$ cat src/rtl/mix_bus_sequencer_if.sv
// Sample-bus bundle between the oscillator side and the mixer side of mix_bus_sequencer.
// i_trigger exists only when MIX_EXT_TRIGGER_EN is defined.
interface mix_bus_sequencer_if;
    logic       i_enable;
    logic [7:0] i_osc1_sample;
    logic [7:0] i_osc2_sample;
    logic [2:0] i_level_1;
    logic [2:0] i_level_2;
`ifdef MIX_EXT_TRIGGER_EN
    logic       i_trigger;
`endif
    logic [7:0] o_sample;
    logic       o_sample_1_load;
    logic       o_sample_2_load;
    logic       o_execute;
    logic [2:0] o_sample_1_level;
    logic [2:0] o_sample_2_level;
    logic       o_busy;
    logic       o_overrun;

    modport master (
`ifdef MIX_EXT_TRIGGER_EN
        input  i_trigger,
`endif
        input  i_enable, i_osc1_sample, i_osc2_sample, i_level_1, i_level_2,
        output o_sample, o_sample_1_load, o_sample_2_load, o_execute,
        output o_sample_1_level, o_sample_2_level, o_busy, o_overrun
    );

    modport slave (
`ifdef MIX_EXT_TRIGGER_EN
        output i_trigger,
`endif
        output i_enable, i_osc1_sample, i_osc2_sample, i_level_1, i_level_2,
        input  o_sample, o_sample_1_load, o_sample_2_load, o_execute,
        input  o_sample_1_level, o_sample_2_level, o_busy, o_overrun
    );
endinterface

$ cat src/rtl/mix_bus_sequencer.sv
// Multiplexes two oscillator samples onto one bus as a LOAD1/LOAD2/EXEC frame per sample period.
// Define MIX_EXT_TRIGGER_EN to request frames from i_trigger rising edges instead of the internal divider.
module mix_bus_sequencer #(
    parameter int CLK_DIV = 256,
    parameter int DIV_W   = 16
) (
    input  logic               i_clock,
    input  logic               i_reset,
    mix_bus_sequencer_if.master bus
);

    typedef enum logic [1:0] {IDLE, LOAD1, LOAD2, EXEC} state_t;

    state_t     state_q;
    logic [7:0] sample_q;
    logic [7:0] snap2_q;
    logic [2:0] level1_q;
    logic [2:0] level2_q;
    logic       load1_q;
    logic       load2_q;
    logic       exec_q;
    logic       busy_q;
    logic       overrun_q;
    logic       req;

    function automatic logic [2:0] clamp_level(input logic [2:0] code);
        return (code > 3'd5) ? 3'd5 : code;
    endfunction

`ifdef MIX_EXT_TRIGGER_EN
    // Two sync flops, then a registered edge detect: LOAD1 lands 4 cycles after the rise.
    logic sync1_q, sync2_q, prev_q, edge_q;

    always_ff @(posedge i_clock or posedge i_reset) begin
        if (i_reset) begin
            sync1_q <= 1'b0;
            sync2_q <= 1'b0;
            prev_q  <= 1'b0;
            edge_q  <= 1'b0;
        end else begin
            sync1_q <= bus.i_trigger;
            sync2_q <= sync1_q;
            prev_q  <= sync2_q;
            edge_q  <= sync2_q & ~prev_q;
        end
    end

    assign req = edge_q & bus.i_enable;
`else
    localparam logic [DIV_W-1:0] DIV_LAST = DIV_W'(CLK_DIV - 1);

    logic [DIV_W-1:0] div_q;
    logic [DIV_W-1:0] div_d;

    always_comb begin
        div_d = '0;
        if (bus.i_enable && (div_q != DIV_LAST))
            div_d = div_q + 1'b1;
    end

    always_ff @(posedge i_clock or posedge i_reset) begin
        if (i_reset)
            div_q <= '0;
        else
            div_q <= div_d;
    end

    assign req = bus.i_enable && (div_q == DIV_LAST);
`endif

    always_ff @(posedge i_clock or posedge i_reset) begin
        if (i_reset) begin
            state_q   <= IDLE;
            sample_q  <= '0;
            snap2_q   <= '0;
            level1_q  <= '0;
            level2_q  <= '0;
            load1_q   <= 1'b0;
            load2_q   <= 1'b0;
            exec_q    <= 1'b0;
            busy_q    <= 1'b0;
            overrun_q <= 1'b0;
        end else begin
            load1_q <= 1'b0;
            load2_q <= 1'b0;
            exec_q  <= 1'b0;
            if (req && (state_q != IDLE))
                overrun_q <= 1'b1;
            case (state_q)
                IDLE: begin
                    // The bus register doubles as the source-1 snapshot.
                    if (req) begin
                        state_q  <= LOAD1;
                        sample_q <= bus.i_osc1_sample;
                        snap2_q  <= bus.i_osc2_sample;
                        level1_q <= clamp_level(bus.i_level_1);
                        level2_q <= clamp_level(bus.i_level_2);
                        load1_q  <= 1'b1;
                        busy_q   <= 1'b1;
                    end
                end
                LOAD1: begin
                    state_q  <= LOAD2;
                    sample_q <= snap2_q;
                    load2_q  <= 1'b1;
                end
                LOAD2: begin
                    state_q <= EXEC;
                    exec_q  <= 1'b1;
                end
                default: begin
                    state_q <= IDLE;
                    busy_q  <= 1'b0;
                end
            endcase
        end
    end

    assign bus.o_sample         = sample_q;
    assign bus.o_sample_1_load  = load1_q;
    assign bus.o_sample_2_load  = load2_q;
    assign bus.o_execute        = exec_q;
    assign bus.o_sample_1_level = level1_q;
    assign bus.o_sample_2_level = level2_q;
    assign bus.o_busy           = busy_q;
    assign bus.o_overrun        = overrun_q;

endmodule
$ cat src/flat_wrapper.sv
// flat-port wrapper written by rule: the top's interface ports become plain ports
module mix_bus_sequencer_flat 
#(
    parameter int CLK_DIV = 256,
    parameter int DIV_W   = 16
)
  (i_clock, i_reset, bus_i_enable, bus_i_osc1_sample, bus_i_osc2_sample, bus_i_level_1, bus_i_level_2, bus_o_sample, bus_o_sample_1_load, bus_o_sample_2_load, bus_o_execute, bus_o_sample_1_level, bus_o_sample_2_level, bus_o_busy, bus_o_overrun);
  mix_bus_sequencer_if bus_i ();
  input  logic i_clock;
  input  logic i_reset;
  input wire logic [$bits(bus_i.i_enable)-1:0] bus_i_enable;
  input wire logic [$bits(bus_i.i_osc1_sample)-1:0] bus_i_osc1_sample;
  input wire logic [$bits(bus_i.i_osc2_sample)-1:0] bus_i_osc2_sample;
  input wire logic [$bits(bus_i.i_level_1)-1:0] bus_i_level_1;
  input wire logic [$bits(bus_i.i_level_2)-1:0] bus_i_level_2;
  output wire logic [$bits(bus_i.o_sample)-1:0] bus_o_sample;
  output wire logic [$bits(bus_i.o_sample_1_load)-1:0] bus_o_sample_1_load;
  output wire logic [$bits(bus_i.o_sample_2_load)-1:0] bus_o_sample_2_load;
  output wire logic [$bits(bus_i.o_execute)-1:0] bus_o_execute;
  output wire logic [$bits(bus_i.o_sample_1_level)-1:0] bus_o_sample_1_level;
  output wire logic [$bits(bus_i.o_sample_2_level)-1:0] bus_o_sample_2_level;
  output wire logic [$bits(bus_i.o_busy)-1:0] bus_o_busy;
  output wire logic [$bits(bus_i.o_overrun)-1:0] bus_o_overrun;
  assign bus_i.i_enable = bus_i_enable;
  assign bus_i.i_osc1_sample = bus_i_osc1_sample;
  assign bus_i.i_osc2_sample = bus_i_osc2_sample;
  assign bus_i.i_level_1 = bus_i_level_1;
  assign bus_i.i_level_2 = bus_i_level_2;
  assign bus_o_sample = bus_i.o_sample;
  assign bus_o_sample_1_load = bus_i.o_sample_1_load;
  assign bus_o_sample_2_load = bus_i.o_sample_2_load;
  assign bus_o_execute = bus_i.o_execute;
  assign bus_o_sample_1_level = bus_i.o_sample_1_level;
  assign bus_o_sample_2_level = bus_i.o_sample_2_level;
  assign bus_o_busy = bus_i.o_busy;
  assign bus_o_overrun = bus_i.o_overrun;
  mix_bus_sequencer #(.CLK_DIV(CLK_DIV), .DIV_W(DIV_W)) u_core (.i_clock(i_clock), .i_reset(i_reset), .bus(bus_i));
endmodule
$ cat config.mk
export PLATFORM = sky130hd
export DESIGN_NAME = mix_bus_sequencer_flat
export DESIGN_NICKNAME = d
export VERILOG_FILES = /design/src/rtl/mix_bus_sequencer_if.sv /design/src/rtl/mix_bus_sequencer.sv /design/src/flat_wrapper.sv
export SDC_FILE = /design/constraint.sdc
export NUM_CORES = 1
export LEC_CHECK = 0
export CAP_MARGIN = 15
export CORE_MARGIN = 10
export CORE_UTILIZATION = 45
export DETAILED_ROUTE_END_ITERATION = 8
export PLACE_DENSITY = 0.75
export SETUP_SLACK_MARGIN = 0.02
export SYNTH_ARGS = -nofsm -noshare
export SYNTH_HDL_FRONTEND = slang
export SYNTH_SLANG_ARGS = --single-unit
$ cat constraint.sdc
create_clock -name i_clock -period 1.9 [get_ports i_clock]
set_input_delay 0.57 -clock i_clock [delete_from_list [all_inputs] [get_ports i_clock]]
set_output_delay 0.57 -clock i_clock [all_outputs]
set_load 0.01 [all_outputs]
# Yosys cells after proc, flatten, opt, wreduce, memory -nomap -nowiden
# Cells that the tools add are included.
# Widths: inputs -> output; s select.
dict set report totals {
  regBits 45
  output_inout_bits 19
  wordCells 43
}
dict set report op_classes {
  addsub 1
  order_cmp 2
  n_eq_ne 5
  muxes 13
  n_bitwise 1
  n_reduce_logical 10
}
# op count
set ops {}
lappend ops {{$add 16x1->16 const B} 1}
lappend ops {{$eq 16x8->1 const B} 1}
lappend ops {{$mux 16} 1}
lappend ops {{$ne 16x8->1 const B} 1}
lappend ops {{$pmux 8 s2} 1}
lappend ops {{$mux 8} 1}
lappend ops {{$gt 3x3->1 const B} 2}
lappend ops {{$mux 3} 2}
lappend ops {{$pmux 2 s3} 1}
lappend ops {{$reduce_and 2->1} 3}
lappend ops {{$mux 1} 5}
lappend ops {{$reduce_bool 2->1} 2}
lappend ops {{$logic_and 1x1->1} 3}
lappend ops {{$eq 2x1->1 const B} 1}
lappend ops {{$eq 2x2->1 const B} 1}
lappend ops {{$logic_not 2->1} 1}
lappend ops {{$mux 2} 1}
lappend ops {{$ne 2x1->1 const B} 1}
lappend ops {{$pmux 1 s2} 1}
lappend ops {{$reduce_or 2->1} 1}
lappend ops {{$not 1->1} 1}

# Depth between registers and ports, before layout
dict set report depth {
  ltp_word 4
  depth_mapped 7
}

# Worst setup path before layout
# OpenSTA, ideal clock, no wires.
dict set report synth_path {
  kind {reg2reg}
  start {register u_core.div_q[13]}
  end {register u_core.level2_q[2], in the netlist u_core.bus.o_sample_2_level[2]}
  setup_ps 125
  arrival_ps 1906
  required_time_ps 1775
  setup_slack_ps -131
  path_stages_with_launch 6
  path_buffers 1
  synth_period_minus_slack_ps 2031
  cell_sequence {dfrtp_1 -> or4_4 -> nor4_4 -> and3_4 -> buf_4 -> mux2_2}
}
dict set report synth_via {
  elab_chain_len 3
}
# element line_no
set synth_lines {}
lappend synth_lines {{start: declaration} mix_bus_sequencer.sv:52} ;# logic [DIV_W-1:0] div_q;
lappend synth_lines {{start signal: assignment} mix_bus_sequencer.sv:65} ;# div_q <= div_d;
lappend synth_lines {{$eq 16x8->1} mix_bus_sequencer.sv:68} ;# assign req = bus.i_enable && (div_q == DIV_LAST);
lappend synth_lines {{$logic_and 1x1->1} mix_bus_sequencer.sv:68}
lappend synth_lines {{$reduce_and 2->1 (no line)} -}
lappend synth_lines {{end signal: assignment} mix_bus_sequencer.sv:97} ;# level2_q <= clamp_level(bus.i_level_2);
lappend synth_lines {{end: declaration} mix_bus_sequencer.sv:18} ;# logic [2:0] level2_q;
# Every way passes these cells.
# A chain may end at the register's enable or synchronous reset.

# Worst setup path after layout
dict set report layout_path {
  start {register u_core.div_q[11]}
  end {register u_core.sample_q[6], in the netlist u_core.bus.o_sample[6]}
}
dict set report layout_via {
  elab_chain_len 4
}
# element line_no
set layout_lines {}
lappend layout_lines {{$eq 16x8->1} mix_bus_sequencer.sv:68}
lappend layout_lines {{$logic_and 1x1->1} mix_bus_sequencer.sv:68}
lappend layout_lines {{$ne 2x1->1 (no line)} -}
lappend layout_lines {{$reduce_and 2->1 (no line)} -}
lappend layout_lines {{end signal: assignment} mix_bus_sequencer.sv:94} ;# sample_q <= bus.i_osc1_sample;
lappend layout_lines {{end signal: assignment} mix_bus_sequencer.sv:104} ;# sample_q <= snap2_q;
lappend layout_lines {{end: declaration} mix_bus_sequencer.sv:15} ;# logic [7:0] sample_q;
# Every way passes these cells.

==> flow_summary.toml <==
[outcome]
violations = "negative setup slack"
outcome = "finished with violations"

[sta]
period_share = 1.06
finalMaxSlewViolations = 0
finalSetupViolCount = 24
slew_headroom = 0.790
grt_setup_unrepaired = "true"
fin_ws_ps = -115
clock_skew_ps = 3.04
fin_crit_ps = 2020
fmax_mhz = 496
worstMarginPinSlew_ps = 311
hold_viol = 0

[cells_and_area]
drive_above_1_share = 0.238
final_common_cell = "dfrtp_1"
nets = 285
stdcell_count = 308
insertedDiodeCount = 0
areaGrowthSynthToFinish_pct = 38.9
most-common-layout-cells = "dfrtp_1 (45), clkdlybuf4s50_1 (43), buf_4 (23)"

[setup_path]
crit_path_cell_trace = "or4_4 -> nor4_4 -> buf_4 -> and2_4 -> nand3_2 -> o221a_2"
cpMaxStageDelayCell = "or4_4"
worstSetupPathType = "reg -> reg"
cp.arrival_ps = 2200
critPathLaunchType = "register"
max_stage_delay_ps = 540
cp-end-kind = "register"
cp_max_fo = 5
cp_data_required_time_ps = 2090
reg2reg_setup_slack_ps = -120

[run]
cap_violations = 0

[routing]
vias = 1594
via_per_inst = 5.18
routed_wirelength_um = 4750
routedWlPerCell_um = 15.4
drt_iter0_drc = 90
drt-pass1-iter-count = 4
drc_errors = 0
detail-route-antenna-nets = 0

[clock_network]
ctsHoldBuffers = 0
cts-htree-levels = 2
clock_sinks = 45
cts_tree = "built"
cts_root_buf = "clkbuf_8"
path_clk_slew_ps = 80
clock_path_buffers = 2
cts_buffers = 5
insertion_delay_ps = 300

[global_route]
grt_pass1_vias = 1691
antenna_found_initial = 0
grt_start_max_net_pins = 46
grt_pass1_wl_um = 8050
track_usage = 0.130
grt-ovfl-total = 0

[power]
leakage_nw = 1.31
power_density_nw_per_um2 = 567
ir_drop_uv = 325

[synthesis]
yosys_warnings = 0
synthCells = 187
syn_nets = 217
yosysTopAreaCell = "dfrtp_1"
synthesis.area_um2 = 2090
ys_seq_area_frac = 0.539
ys_ff_latch = 45
netlist_top_cells_area = "dfrtp_1 (54%), mux2_2 (9.2%), o22ai_1 (3.6%), xor2_1 (3.4%), nor2_1 (3.2%)"
avgSynthCellArea_um2 = 11.2
synth_cell_types = 31
synth_top_area_share = 0.539

[placed_design]
placedCellCount = 297
finalWeightedCongestion = 0.781
place_ws_ps = -109
io_buffers = 43
dp_hpwl_um = 3410

[die]
die_height_um = 88.2
core_um2 = 4410
die_w_um = 88.2
dieArea_um2 = 7770
rows = 24
start_util = 0.474
top_level_ports = 44

[hold_path]
hold_class = "reg -> reg"
-- metal layers --
metal	GRT usage	up-vias	share of wire
li1	-	800	-
met2	0.202	38	0.46
met3	0.0585	8	0.076
met1	0.157	748	0.45
met4	0.0414	0	0.015
met5	0	-	0
-- registers in the layout, summed over array words and instances, names as in the netlist, 2 cells and up --
name / cells
u_core.state_q: 2
u_core.bus.o_sample_2_level: 3
u_core.bus.o_sample_1_level: 3
u_core.div_q: 16
u_core.bus.o_sample: 8
u_core.snap2_q: 8
-- critical path: cells and delay by family (launching register included) --
family	cells	cell delay [ps]
buffers and inverters	1	200
AND/OR/NAND/NOR	4	1040
flip-flops	1	380
AO/OA/AOI/OAI	1	280
-- synth_stat cells --
cell and instances:
o22a_1 1, a21oi_1 13, o21bai_1 2, o311ai_0 1, and2_1 3, or3_1 3, o21ai_0 5, nand3b_1 3
inv_1 9, or4_4 1, and3_4 1, nand2_1 7, ha_1 5, nand2b_1 1, a211o_1 2, mux2_2 17
o221a_2 2, buf_2 1, or4_1 2, dfrtp_1 45, nand3_1 11, nand4_1 2, xnor2_1 3, o22ai_1 12
buf_8 1, xor2_1 8, and3_1 1, buf_4 2, nor4_4 1, nor2_1 18, clkbuf_1 4
-- through the flow --
stage	util	power, mW	TNS, ps	hold slack [ps]	cell area [µm²]
floorplan	-	1.01	-1190	433	2130
global placement	0.627	1.09	-1080	464	2770
detailed placement	0.627	1.09	-1540	468	2770
CTS	0.655	1.66	-1950	486	2890
global route	0.658	1.71	-3340	521	2900
finish	0.658	1.65	-1550	484	2900
-- worst paths after layout --
kind,from,cells after the start,endpoint
hold reg to reg,u_core.bus.o_overrun$_DFFE_PP0P_,1,u_core.bus.o_overrun$_DFFE_PP0P_
setup / recovery,u_core.div_q[11]$_DFF_PP0_,6,u_core.bus.o_sample[6]$_DFFE_PP0P_
max in group asynchronous,i_reset,3,u_core.bus.o_sample_2_load$_DFF_PP0_
min in group asynchronous,i_reset,3,u_core.bus.o_sample_2_level[1]$_DFFE_PP0P_
hold / removal,u_core.bus.o_overrun$_DFFE_PP0P_,1,u_core.bus.o_overrun$_DFFE_PP0P_
setup reg to reg,u_core.div_q[11]$_DFF_PP0_,6,u_core.bus.o_sample[6]$_DFFE_PP0P_
-- cells by family (layout without fill, tap and decap cells) --
family | Yosys count | after routing | share of synthesized area
compound gates | 38 | 38 | 0.114
fa+ha+maj | 5 | 5 | 0.0299
buf+inv | 17 | 85 | 0.0401
simple gates | 54 | 55 | 0.140
mux | 17 | 17 | 0.0916
flops | 45 | 45 | 0.539
xor+xnor | 11 | 11 | 0.0461
-- cell type report --
cell class | instances | area [µm²]
repair buffers | 68 | 643
flip-flops and latches | 45 | 1130
multi-input cells | 126 | 956
well taps | 52 | 65.1
clock buffers | 8 | 80.1
fillers | 355 | 1510
inverters | 9 | 33.8
-- what timing repair did --
action,CTS,global route
setup endpoints to repair,25,41
gates cloned,1,0
pin swaps,2,4
setup buffers,1,1
gates resized for setup,7,2
-- power breakdown --
group	total, mW	internal, mW	switching, mW
clock	0.575	0.262	0.314
sequential	0.966	0.962	0.00397
combinational	0.106	0.0633	0.0428
Power figures use the tool's default switching activity.
